**config.mk**
```make
export PLATFORM = sky130hd
export DESIGN_NAME = song_seq_ctrl
export DESIGN_NICKNAME = d
export VERILOG_FILES = /design/src/rtl/song_seq_ctrl_pkg.sv /design/src/rtl/song_seq_ctrl_beat_tick_gen.sv /design/src/rtl/song_seq_ctrl.sv
export SDC_FILE = /design/constraint.sdc
export NUM_CORES = 1
export LEC_CHECK = 0
export CORE_AREA = 2 2 101 103
export CTS_CLUSTER_SIZE = 12
export DETAILED_ROUTE_END_ITERATION = 8
export DIE_AREA = 0 0 103 105
export PLACE_DENSITY_LB_ADDON = 0.25
export SYNTH_ARGS = -nofsm -noshare
export SYNTH_HDL_FRONTEND = slang
export SYNTH_SLANG_ARGS = --single-unit
export TNS_END_PERCENT = 5
```
**constraint.sdc**
```tcl
create_clock -name clk -period 3.55 [get_ports clk]
set_clock_uncertainty 0.1 [all_clocks]
set_input_delay 0.71 -clock clk [delete_from_list [all_inputs] [get_ports clk]]
set_output_delay 0.71 -clock clk [all_outputs]
set_load 0.05 [all_outputs]
```
**src/rtl/song_seq_ctrl_pkg.sv**
```systemverilog
`default_nettype none
// ============================================================================
//  Module      : song_seq_ctrl_pkg
//  Description : Shared state encodings, rest code and default widths for the
//                song sequencer and the song library.
//  Revision    : 1.0 - initial release
// ============================================================================
package song_seq_ctrl_pkg;

    localparam int unsigned c_DEF_IDX_W  = 4;
    localparam int unsigned c_DEF_NOTE_W = 4;
    localparam int unsigned c_DEF_LEN_W  = 3;
    localparam int unsigned c_REST_NOTE  = 0;

    typedef enum logic [2:0] {
        S_IDLE   = 3'd0,
        S_FETCH  = 3'd1,
        S_PLAY   = 3'd2,
        S_GAP    = 3'd3,
        S_PAUSED = 3'd4,
        S_DONE   = 3'd5
    } state_t;

endpackage
`default_nettype wire

```
**src/rtl/song_seq_ctrl_beat_tick_gen.sv**
```systemverilog
`default_nettype none
// ============================================================================
//  Module      : beat_tick_gen
//  Description : Beat prescaler; one-cycle tick every DIV cycles, with
//                synchronous clear and freeze.
//  Revision    : 1.0 - initial release
// ============================================================================
module beat_tick_gen #(
    parameter int unsigned DIV = 4
) (
    input  logic clk,
    input  logic rst,
    input  logic clear_i,
    input  logic freeze_i,
    output logic term_o,
    output logic tick_o
);

    localparam int unsigned c_CNT_W = (DIV > 2) ? $clog2(DIV) : 1;

    logic [c_CNT_W-1:0] cnt_q;
    logic [c_CNT_W-1:0] cnt_d;

    assign term_o = (cnt_q == c_CNT_W'(DIV - 1));
    assign tick_o = term_o & ~clear_i & ~freeze_i;

    always_comb begin
        cnt_d = cnt_q;
        if (clear_i) begin
            cnt_d = '0;
        end else if (!freeze_i) begin
            cnt_d = term_o ? '0 : cnt_q + c_CNT_W'(1);
        end
    end

    always_ff @(posedge clk or posedge rst) begin
        if (rst) begin
            cnt_q <= '0;
        end else begin
            cnt_q <= cnt_d;
        end
    end

endmodule
`default_nettype wire

```
**src/rtl/song_seq_ctrl.sv**
```systemverilog
`default_nettype none
// ============================================================================
//  Module      : song_seq_ctrl
//  Description : Song playback sequencer: walks the library note index, holds
//                each note for its duration in beat ticks, inserts silent gaps,
//                and handles start/pause/stop. Define LOOP_PLAY_EN to repeat
//                the song until stopped.
//  Revision    : 1.0 - initial release
// ============================================================================
module song_seq_ctrl
    import song_seq_ctrl_pkg::*;
#(
    parameter int unsigned CLK_HZ    = 100_000_000,
    parameter int unsigned BEAT_HZ   = 16,
    parameter int unsigned IDX_W     = c_DEF_IDX_W,
    parameter int unsigned NOTE_W    = c_DEF_NOTE_W,
    parameter int unsigned LEN_W     = c_DEF_LEN_W,
    parameter int unsigned GAP_TICKS = 1
) (
    input  logic              clk,
    input  logic              rst,
    input  logic              start,
    input  logic              stop,
    input  logic              pause,
    input  logic [1:0]        song_select,
    output logic [1:0]        lib_sel,
    output logic [IDX_W-1:0]  lib_idx,
    input  logic [NOTE_W-1:0] lib_note,
    input  logic [LEN_W-1:0]  lib_len,
    input  logic              lib_last,
    output logic [NOTE_W-1:0] note_out,
    output logic              note_valid,
    output logic              busy,
    output logic              paused,
    output logic              song_done
);

    localparam int unsigned c_TICK_DIV = CLK_HZ / BEAT_HZ;
    localparam int unsigned c_DUR_W    = LEN_W + 1;
    localparam int unsigned c_GAP_W    = (GAP_TICKS > 1) ? $clog2(GAP_TICKS + 1) : 1;
    localparam logic [NOTE_W-1:0] c_REST = NOTE_W'(c_REST_NOTE);

    state_t               state_q, state_d;
    state_t               ret_q, ret_d;
    logic [1:0]           sel_q, sel_d;
    logic [IDX_W-1:0]     idx_q, idx_d;
    logic [NOTE_W-1:0]    note_q, note_d;
    logic [NOTE_W-1:0]    cap_q, cap_d;
    logic                 valid_q, valid_d;
    logic                 busy_q, busy_d;
    logic                 done_q, done_d;
    logic                 last_q, last_d;
    logic [c_DUR_W-1:0]   dur_q, dur_d;
    logic [c_GAP_W-1:0]   gap_q, gap_d;
    logic                 next_step;

    logic w_tick;
    logic w_term;
    logic w_pause_take;
    logic w_presc_clr;
    logic w_presc_frz;

    assign w_pause_take = pause & ~stop & ((state_q == S_PLAY) | (state_q == S_GAP));
    assign w_presc_clr  = (state_q == S_FETCH) | ((state_q == S_IDLE) & start & ~stop);
    // A pause landing on the terminal count holds it so the beat is not lost.
    assign w_presc_frz  = (state_q == S_PAUSED) | (w_pause_take & w_term);

    beat_tick_gen #(
        .DIV (c_TICK_DIV)
    ) u_beat_tick_gen (
        .clk      (clk),
        .rst      (rst),
        .clear_i  (w_presc_clr),
        .freeze_i (w_presc_frz),
        .term_o   (w_term),
        .tick_o   (w_tick)
    );

    always_comb begin
        state_d   = state_q;
        ret_d     = ret_q;
        sel_d     = sel_q;
        idx_d     = idx_q;
        note_d    = note_q;
        cap_d     = cap_q;
        valid_d   = valid_q;
        busy_d    = busy_q;
        done_d    = 1'b0;
        last_d    = last_q;
        dur_d     = dur_q;
        gap_d     = gap_q;
        next_step = 1'b0;

        if (stop) begin
            state_d = S_IDLE;
            sel_d   = '0;
            idx_d   = '0;
            note_d  = c_REST;
            valid_d = 1'b0;
            busy_d  = 1'b0;
        end else begin
            case (state_q)
                S_IDLE: begin
                    if (start) begin
                        sel_d   = song_select;
                        idx_d   = '0;
                        busy_d  = 1'b1;
                        state_d = S_FETCH;
                    end
                end
                S_FETCH: begin
                    note_d  = lib_note;
                    cap_d   = lib_note;
                    dur_d   = c_DUR_W'(lib_len) + c_DUR_W'(1);
                    last_d  = lib_last;
                    valid_d = 1'b1;
                    state_d = S_PLAY;
                end
                S_PLAY: begin
                    if (w_pause_take) begin
                        ret_d   = S_PLAY;
                        state_d = S_PAUSED;
                        valid_d = 1'b0;
                        note_d  = c_REST;
                    end else if (w_tick) begin
                        if (dur_q == c_DUR_W'(1)) begin
                            valid_d = 1'b0;
                            note_d  = c_REST;
                            if (GAP_TICKS > 0) begin
                                gap_d   = c_GAP_W'(GAP_TICKS);
                                state_d = S_GAP;
                            end else begin
                                next_step = 1'b1;
                            end
                        end else begin
                            dur_d = dur_q - c_DUR_W'(1);
                        end
                    end
                end
                S_GAP: begin
                    if (w_pause_take) begin
                        ret_d   = S_GAP;
                        state_d = S_PAUSED;
                    end else if (w_tick) begin
                        if (gap_q == c_GAP_W'(1)) begin
                            next_step = 1'b1;
                        end else begin
                            gap_d = gap_q - c_GAP_W'(1);
                        end
                    end
                end
                S_PAUSED: begin
                    if (pause) begin
                        state_d = ret_q;
                        if (ret_q == S_PLAY) begin
                            valid_d = 1'b1;
                            note_d  = cap_q;
                        end
                    end
                end
                S_DONE: begin
                    busy_d  = 1'b0;
                    state_d = S_IDLE;
                end
                default: begin
                    state_d = S_IDLE;
                end
            endcase

            // The all-ones index guard stops a song whose last flag never comes.
            if (next_step) begin
                if (last_q || (idx_q == '1)) begin
`ifdef LOOP_PLAY_EN
                    idx_d   = '0;
                    done_d  = 1'b1;
                    state_d = S_FETCH;
`else
                    done_d  = 1'b1;
                    state_d = S_DONE;
`endif
                end else begin
                    idx_d   = idx_q + IDX_W'(1);
                    state_d = S_FETCH;
                end
            end
        end
    end

    always_ff @(posedge clk or posedge rst) begin
        if (rst) begin
            state_q <= S_IDLE;
            ret_q   <= S_IDLE;
            sel_q   <= '0;
            idx_q   <= '0;
            note_q  <= '0;
            cap_q   <= '0;
            valid_q <= 1'b0;
            busy_q  <= 1'b0;
            done_q  <= 1'b0;
            last_q  <= 1'b0;
            dur_q   <= '0;
            gap_q   <= '0;
        end else begin
            state_q <= state_d;
            ret_q   <= ret_d;
            sel_q   <= sel_d;
            idx_q   <= idx_d;
            note_q  <= note_d;
            cap_q   <= cap_d;
            valid_q <= valid_d;
            busy_q  <= busy_d;
            done_q  <= done_d;
            last_q  <= last_d;
            dur_q   <= dur_d;
            gap_q   <= gap_d;
        end
    end

    assign lib_sel    = sel_q;
    assign lib_idx    = idx_q;
    assign note_out   = note_q;
    assign note_valid = valid_q;
    assign busy       = busy_q;
    assign paused     = (state_q == S_PAUSED);
    assign song_done  = done_q;

endmodule
`default_nettype wire
```
==> results.ini, run 1 <==
[worst_setup_path]
cp_top_family = buffers and inverters
crit_path_start_kind = flip-flop
path_cells = nand2b_1, or2_2, clkinv_1, clkdlybuf4s50_1
slowest_delay_ns = 0.80
worstPathRequired_ns = 2.74
worstPathMaxFanout = 15
arrival_ns = 2.38
timing.rr.start = u_beat_tick_gen.cnt_q[0]$_DFFE_PP0P_
r2r_cells = 7
cp-startpoint = state_q[2]$_DFFE_PP0P_
reg2reg_to = lib_idx[3]$_DFF_PP0_
critical_path_buf_inv_count = 2
cpMaxStageDelayCell = clkdlybuf4s50_1
crit_type = flip-flop to output port
cp-end-kind = output port
ff2ff_setup_slack_ns = 0.69

[global_routing]
grtUsageTotal_pct = 13.1
grt_max_degree = 27
overflow = 0
grt_pass1_wl_mm = 11.5
grt_pass1_vias = 2385
antenna_found_initial = 0

[floorplanning]
ios = 29
die_w_um = 103
fp.dieH_um = 105
row_count = 36
start_util_pct = 29.7
design.core.area_mm2 = 0.00964
dieArea_mm2 = 0.0108

[synth]
synth_top_area_share_pct = 44.5
ys_seq_area_share_pct = 44.5
synth_area_leaders = dfrtp_1 45%, o21ai_0 7.9%, mux2_2 4.3%, nand2_1 3.5%, nor2_1 3.5%
synth_nets = 341
yosys_most_used_dff = dfrtp_1
yosys-top-cells-count = 51 x dfrtp_1, 45 x o21ai_0, 27 x nand2_1, 27 x nor2_1, 20 x a21oi_1
synth.avg_cell_area_um2 = 8.93
synth_edf_count = 0
yosysUniqueCellTypes = 48
syn_inst = 321
syn_area_mm2 = 0.00287
synth_area_leader_cell = dfrtp_1
yosysMostFrequentCell = dfrtp_1
yosys_warnings = 0
synth-async-reset-ratio_pct = 100
synth_seq_cells = 51

[run]
drv_cap = 0

[final_layout]
antenna_cells = 0
final_nets = 373
syn2layout_area_growth_pct = 19.5
post-route-util_pct = 35.5
drive_above_1_share_pct = 10.7

[cts]
clk_latency_ns = 0.30
cts.path.max_buffers = 2
h-tree-depth = 2
clk_pin_slew_ns = 0.09
clock-sinks = 51
cts_tree = done
cts-resized-gates = 0
cts_hold_buf = 0
root_buffer = clkbuf_8
numCtsBuffers = 5
post-cts-setup-buffers = 0

[timing]
fmax_mhz = 313
fin_hold_ws_ns = 0.366
rsz0062_at_grt = no
setup_ws_ns = 0.355
worst_slew_margin_rel_pct = 56.0
setup_violations = 0
hold_viol = 0
tightestPinTransition_ns = 0.656
finalCritPeriodShare_pct = 90.0
finalMaxSlewViolations = 0
setup_tns_ns = 0
fin_crit_ns = 3.19

[worst_hold_path]
hp-start = gap_q$_DFFE_PP0P_
hold_depth = 1
hold_path_end = gap_q$_DFFE_PP0P_
hp-class = flip-flop to flip-flop

[route]
drtIter0Drc = 138
via_count = 2500
ant_nets = 0
wl_mm = 6.81
drtPass1Iterations = 4
drt-wirelength-per-cell_um = 14.0
drc_errors = 0
routed_via_density = 5.13

[placement]
place_hpwl_mm = 4.91
dp_slack_ns = 0.506
place_congestion = 0.808
portBuffers = 28

[power]
power.leakage_nw = 1.36
pwr_density_cell_mw_per_mm2 = 594
peakVddDrop_mv = 0.184

[run_status]
status = complete, no violations

==> stage by stage <==
stage          power [mW]  cell area [um^2]  std cells
3_3_place_gp         1.71              3340        479
6_report             2.03              3420        487
2_1_floorplan        1.43              2870        321
3_5_place_dp         1.72              3340        479
5_1_grt              2.19              3420        487
4_1_cts              2.06              3420        487
==> report_power, final <==
part | total (mW) | switching, mW | internal [mW]
clock network | 0.329 | 0.191 | 0.138
registers | 0.800 | 0.0983 | 0.702
logic | 0.904 | 0.544 | 0.360
==> worst max path at each step <==
stage | endpoint | depth (start not counted) | slack [ns]
floorplan | lib_idx[3]$_DFF_PP0_ | 10 | 0.80
global placement | lib_idx[3]$_DFF_PP0_ | 7 | 0.53
detailed placement | lib_idx[3]$_DFF_PP0_ | 7 | 0.51
CTS | paused | 4 | 0.34
global route | paused | 4 | 0.22
finish | paused | 4 | 0.36
==> worst register-to-register path: stages, from the launching register on <==
cell      delay [ns]
dfrtp_1         0.40
ha_1            0.20
and3_1          0.29
nand4b_1        0.19
or3_1           0.43
or4_1           0.65
or3_1           0.38
a21boi_1        0.14
==> cells in the final DEF, fill, tap and decap left out, types with 2 or more instances in the layout <==
| cell type | instances |
|---|---|
| mux2i_1 | 2 |
| buf_4 | 12 |
| nor3_1 | 11 |
| nor4_1 | 4 |
| nand4b_1 | 2 |
| o21ai_0 | 45 |
| nor2_1 | 27 |
| nand4_1 | 7 |
| dfrtp_1 | 51 |
| inv_1 | 7 |
| a31oi_1 | 4 |
| nor3b_1 | 2 |
| clkbuf_8 | 5 |
| mux2_2 | 11 |
| a22o_1 | 2 |
| a21o_1 | 2 |
| ha_1 | 5 |
| nand2_1 | 27 |
| a21oi_1 | 20 |
| or3_1 | 4 |
| clkdlybuf4s50_1 | 28 |
| nor2b_1 | 8 |
| and3_1 | 3 |
| xor2_1 | 4 |
| nand3_1 | 13 |
| o31ai_1 | 10 |
| nand3b_1 | 2 |
| o22ai_1 | 2 |
| nand2b_1 | 9 |
| a22oi_1 | 4 |
==> layout make-up <==
cell class                      count  area (um^2)
Multi-Input combinational cell    246         1490
Inverter                            9         33.8
Sequential cell                    51         1280
Timing Repair Buffer               40          370
Fill cell                        1030         6210
Clock inverter                      2         12.5
Tap cell                          133          166
Clock buffer                        6         72.6
==> cell families (layout without fill, tap and decap cells) <==
| kind of cell | after synthesis | after routing | share of synthesized area [%] |
|---|---|---|---|
| AOI/OAI and AO/OA | 96 | 96 | 20.0 |
| xor gates and xnor gates | 4 | 4 | 1.22 |
| adders and majority gates | 5 | 5 | 2.18 |
| buffers and inverters | 24 | 57 | 3.58 |
| DFF | 51 | 51 | 44.5 |
| muxes | 13 | 13 | 5.02 |
| and+or+nand+nor | 128 | 128 | 23.4 |
==> sequential cells by signal (all words and copies together) (netlist names) <==
register	cells
ret_q	2
lib_idx	4
dur_q	4
u_beat_tick_gen.cnt_q	23
cap_q	4
state_q	3
last_q	1
busy	1
note_valid	1
song_done	1
lib_sel	2
gap_q	1
note_out	4
==> routing by layer <==
layer	track usage (%)	share of wire (%)
met4	3.76	1.7
met5	0	0
met1	18.3	48
met2	20.3	46
met3	2.68	3.7
Power figures use the tool's default switching activity.
==> run 2, diff against run 1 <==
- DONT_BUFFER_PORTS: default -> 1
==> run 2 against run 1 <==
Against the previous run:
- sequential share of layout area is 3.8 points higher
- critical path depth is 3 higher
- flip-flop and latch count stayed put
- count of clock-buffer cells in the layout is 1 higher
- sequential power is 20% higher
- critical path type is now flip-flop to flip-flop
==> results.ini, run 2 (synthesized netlist as in run 1, its figures left out) <==
[cts]
clk_latency_ns = 0.30  ; about the same
h-tree-depth = 2  ; unchanged
clock-sinks = 51  ; unchanged
cts-resized-gates = 0  ; unchanged
root_buffer = clkbuf_8
cts.path.max_buffers = 2  ; unchanged
post-cts-setup-buffers = 0  ; unchanged
clk_pin_slew_ns = 0.09  ; about the same
cts_tree = done
numCtsBuffers = 5  ; unchanged
cts_hold_buf = 0  ; unchanged

[power]
pwr_density_cell_mw_per_mm2 = 614  ; +3.4%
power.switching_uw = 795  ; -4.6%
power_frac_seq_pct = 50.3  ; +11 points
pwr-share-clk_pct = 17.2  ; +1.0 points
p_int_mw = 1.11  ; -7.1%
p_sw_share_pct = 41.6  ; +0.65 points
power_frac_comb_pct = 32.5  ; -12 points
power.leakage_nw = 1.24  ; -9.0%
peakVddDrop_mv = 0.180  ; -1.8%

[worst_setup_path]
path_cells = ha_1, and3_1, nand4b_1, or3_1, or4_1, or3_1, a21boi_1
crit_type = flip-flop to flip-flop
arrival_ns = 3.14  ; +0.76 ns
crit_path_start_kind = flip-flop
cp-startpoint = u_beat_tick_gen.cnt_q[0]$_DFFE_PP0P_
worstPathRequired_ns = 3.68  ; +0.94 ns
cpMaxStageDelayCell = or4_1
crit_top_cell = or3_1
slowest_delay_ns = 0.69  ; -0.11 ns
worstPathMaxFanout = 7  ; -8
timing.rr.start = u_beat_tick_gen.cnt_q[0]$_DFFE_PP0P_
cp-end-kind = flip-flop

[timing]
finalMaxSlewViolations = 0  ; unchanged
fin_crit_ns = 3.01  ; -0.185 ns
fmax_mhz = 332  ; +6.2%
rsz0062_at_grt = no
setup_tns_ns = 0  ; unchanged
finalCritPeriodShare_pct = 84.8  ; -5.2 points
hold_viol = 0  ; unchanged
worst_slew_margin_rel_pct = 45.4  ; -11 points
tightestPinTransition_ns = 0.817  ; +0.162 ns
setup_violations = 0  ; unchanged

[global_routing]
grtUsageTotal_pct = 12.8  ; -0.31 points
grt_pass1_vias = 2261  ; -5.2%
antenna_found_initial = 0  ; unchanged
grt_max_degree = 38  ; +41%
overflow = 0  ; unchanged
grt_pass1_wl_mm = 11.1  ; -3.1%

[final_layout]
regMostFlops = u_beat_tick_gen.cnt_q
largest_reg_flops = 23  ; unchanged
final_area_mm2 = 0.00311  ; -9.2%
drive_above_1_share_pct = 10.2  ; -0.49 points
antenna_cells = 0  ; unchanged
syn2layout_area_growth_pct = 8.51
final_common_cell = dfrtp_1
final_nets = 341  ; -8.6%
fillCellCount = 1035  ; +0.49%
final_cell_mix = 51 x dfrtp_1, 45 x o21ai_0, 27 x nand2_1, 27 x nor2_1, 20 x a21oi_1

[route]
drt-wirelength-per-cell_um = 14.5  ; +4.0%
drtPass1Iterations = 5  ; +1
wl_mm = 6.61  ; -2.8%
drtIter0Drc = 104  ; -25%
drc_errors = 0  ; unchanged
ant_nets = 0  ; unchanged
via_count = 2384  ; -4.6%
routed_via_density = 5.24  ; +2.1%

[placement]
placed_area_mm2 = 0.00303  ; -9.3%
place_congestion = 0.793  ; -1.9%
portBuffers = 0  ; -100%
place_hpwl_mm = 4.66  ; -5.2%

[floorplanning]
start_util_pct = 29.7  ; unchanged
ios = 29  ; unchanged
fp.dieH_um = 105  ; unchanged
row_count = 36  ; unchanged
dieArea_mm2 = 0.0108  ; unchanged
design.core.area_mm2 = 0.00964  ; unchanged
die_w_um = 103  ; unchanged

[run_status]
status = complete, no violations

[run]
drv_cap = 0  ; unchanged

[worst_hold_path]
hp-class = input pin to async pin

[run 2: changes by cell type in the layout (fill, tap and decap cells not counted)]
cell,before,now
buf_4,12,8
clkbuf_1,1,2
clkdlybuf4s50_1,28,0
clkinvlp_4,1,0
[run 2: worst max-delay path: cells and delay by family (launching register included)]
kind | cells | cell delay, ns
DFF | 1 | 0.41
adders and majority gates | 1 | 0.20
and+or+nand+nor | 5 | 2.08
AOI/OAI and AO/OA | 1 | 0.14
[run 2: per-stage QoR]
stage                     std cells  setup slack [ns]  total power [mW]  hold slack [ns]  utilization [%]
final                           455             0.541              1.91            0.342             32.3
after global routing            455             0.382              2.06            0.331             32.3
after CTS                       455             0.551              1.94            0.345             32.3
after detailed placement        447             0.573              1.60            0.355             31.4
after global placement          447             0.638              1.59            0.350             31.4
after floorplan                 321             0.795              1.43            0.327                -
[run 2: power by group through the flow]
stage / combinational, mW / clock (mW) / sequential (mW)
2_1_floorplan: 0.520 / 0 / 0.909
3_3_place_gp: 0.624 / 0 / 0.969
3_5_place_dp: 0.628 / 0 / 0.973
4_1_cts: 0.630 / 0.346 / 0.962
5_1_grt: 0.706 / 0.372 / 0.982
6_report: 0.621 / 0.328 / 0.960
[run 2: final timing paths]
kind,depth (start not counted),slack [ns],end
worst max-delay path,7,0.54,lib_idx[3]$_DFF_PP0_
worst min-delay path,1,0.34,lib_sel[0]$_DFFE_PP0P_
worst max register to register,7,0.54,lib_idx[3]$_DFF_PP0_
worst min register to register,1,0.37,gap_q$_DFFE_PP0P_
max in group asynchronous,2,2.29,u_beat_tick_gen.cnt_q[9]$_DFFE_PP0P_
min in group clk,1,0.36,busy$_DFFE_PP0P_
[run 2: cell type report]
| type | instances | area (um^2) | share of cell area [%] |
|---|---|---|---|
| timing repair buffer | 8 | 60.1 | 1.93 |
| multi-input combinational | 246 | 1490 | 48.0 |
| clock inverter | 1 | 5.00 | 0.161 |
| clock buffer | 7 | 76.3 | 2.45 |
| tap | 133 | 166 | 5.35 |
| inverter | 9 | 33.8 | 1.09 |
| sequential | 51 | 1280 | 41.0 |
[run 2: per-layer routing]
layer  vias to the layer above  global-route usage [%]  share of wire, %
li1                       1169                       -                 -
met1                      1161                    16.8                46
met2                        46                    20.5                49
met3                         8                    3.14               4.0
met4                         0                    3.95               1.7
met5                         -                       0                 0
==> run 3, diff against run 2 <==
- clock period: 3.55 -> 2.9 ns (I/O delays scaled with it)
==> run 3 against run 2 <==
Against the previous run:
- largest power group unchanged
- worst setup slack got worse by 0.35 ns
- maximum frequency rose by 11%
- power rose by 27%
- cell area rose by 3.3%
==> results.ini, run 3 (synthesized netlist as in run 1, its figures left out) <==
[global_routing]
grt_pass1_vias = 2441  ; +8.0%
overflow = 0  ; unchanged
antenna_found_initial = 0  ; unchanged
grt_pass1_wl_mm = 12.0  ; +7.3%
grt_max_degree = 30  ; -21%
grtUsageTotal_pct = 13.8  ; +1.1 points

[cts]
cts-resized-gates = 0  ; unchanged
root_buffer = clkbuf_8
cts_tree = done
h-tree-depth = 2  ; unchanged
cts_hold_buf = 1  ; +1
numCtsBuffers = 5  ; unchanged
clk_pin_slew_ns = 0.09  ; about the same
post-cts-setup-buffers = 0  ; unchanged
cts.path.max_buffers = 2  ; unchanged
clk_latency_ns = 0.31  ; about the same
clock-sinks = 51  ; unchanged

[final_layout]
largest_reg_flops = 23  ; unchanged
final_nets = 352  ; +3.2%
post-route-util_pct = 33.3  ; +1.1 points
syn2layout_area_growth_pct = 12.1
final_cell_mix = 51 x dfrtp_1, 45 x o21ai_0, 27 x nand2_1, 27 x nor2_1, 20 x a21oi_1
final_common_cell = dfrtp_1
drive_above_1_share_pct = 13.2  ; +3.0 points
regMostFlops = u_beat_tick_gen.cnt_q
antenna_cells = 0  ; unchanged

[timing]
tightestPinTransition_ns = 0.666  ; -0.151 ns
hold_viol = 0  ; unchanged
worst_slew_margin_rel_pct = 55.3  ; +9.8 points
fin_crit_ns = 2.71  ; -0.302 ns
finalCritPeriodShare_pct = 93.3  ; +8.6 points
fmax_mhz = 369  ; +11%
finalMaxSlewViolations = 0  ; unchanged
setup_violations = 0  ; unchanged
rsz0062_at_grt = no
setup_tns_ns = 0  ; unchanged

[worst_setup_path]
worstPathMaxFanout = 6  ; -1
crit_path_start_kind = flip-flop
arrival_ns = 2.85  ; -0.29 ns
r2r_cells = 7  ; unchanged
worstPathRequired_ns = 3.04  ; -0.64 ns
cp-end-kind = flip-flop
crit_type = flip-flop to flip-flop

[power]
pwr_density_cell_mw_per_mm2 = 757  ; +23%
power.leakage_nw = 1.30  ; +5.1%
peakVddDrop_mv = 0.266  ; +47%

[route]
drt-wirelength-per-cell_um = 14.7  ; +1.1%
via_count = 2385  ; +0.042%
ant_nets = 0  ; unchanged
drtIter0Drc = 105  ; +0.96%
drtPass1Iterations = 4  ; -1
wl_mm = 6.85  ; +3.5%
routed_via_density = 5.12  ; -2.3%
drc_errors = 0  ; unchanged

[placement]
portBuffers = 0  ; unchanged
place_congestion = 0.795  ; +0.24%
place_hpwl_mm = 4.95  ; +6.4%

[floorplanning]
dieArea_mm2 = 0.0108  ; unchanged
row_count = 36  ; unchanged
fp.dieH_um = 105  ; unchanged
design.core.area_mm2 = 0.00964  ; unchanged
start_util_pct = 29.7  ; unchanged
die_w_um = 103  ; unchanged
ios = 29  ; unchanged

[run]
drv_cap = 0  ; unchanged

[run_status]
status = complete, no violations

[worst_hold_path]
hold_depth = 1
hp-class = input pin to flip-flop

## run 3: per-stage QoR
step	hold WS, ns	setup WS, ns	total power, mW	area, um^2	std cells
3_5_place_dp	0.263	0.214	2.01	3100	457
6_report	0.223	0.193	2.43	3210	466
2_1_floorplan	0.327	0.145	1.75	2870	321
5_1_grt	0.203	0.0423	2.64	3210	466
3_3_place_gp	0.261	0.278	1.98	3100	457
4_1_cts	0.206	0.189	2.48	3210	466
## run 3: final cells by class
cell class | count | area [um^2]
Fill cell | 1008 | 6420
Multi-Input combinational cell | 246 | 1490
Clock buffer | 8 | 100
Inverter | 9 | 33.8
Timing Repair Buffer | 19 | 145
Sequential cell | 51 | 1280
Tap cell | 133 | 166
## run 3: worst paths after layout
check	from	to	slack, ns
max in group asynchronous	rst	u_beat_tick_gen.cnt_q[9]$_DFFE_PP0P_	1.59
hold / removal	stop	busy$_DFFE_PP0P_	0.22
setup / recovery	u_beat_tick_gen.cnt_q[0]$_DFFE_PP0P_	lib_idx[3]$_DFF_PP0_	0.19
hold reg to reg	gap_q$_DFFE_PP0P_	gap_q$_DFFE_PP0P_	0.37
setup reg to reg	u_beat_tick_gen.cnt_q[0]$_DFFE_PP0P_	lib_idx[3]$_DFF_PP0_	0.19
min in group asynchronous	rst	u_beat_tick_gen.cnt_q[2]$_DFFE_PP0P_	0.50
## run 3: report_power, final
part           internal, mW  total (mW)  leakage [nW]  switching [mW]
clock                 0.218       0.454        0.0515           0.235
sequential            0.856        1.15         0.677           0.293
combinational         0.367       0.831         0.575           0.465
total                  1.44        2.43          1.30           0.993
## run 3: metal layers
layer	track usage [%]	wire length [um]	vias up	share of wire (%)
li1	-	-	1185	-
met1	17.8	3170	1148	46
met2	22.0	3260	41	48
met3	3.75	267	11	3.9
met4	5.17	148	0	2.2
met5	0	0	-	0
## run 3: worst max-delay path: stages (launching register included)
cell and delay, ns:
dfrtp_1 0.42, ha_1 0.20, and3_1 0.27, nand4b_1 0.19
or3_1 0.43, or4_1 0.55, or3_1 0.36, a21boi_1 0.14
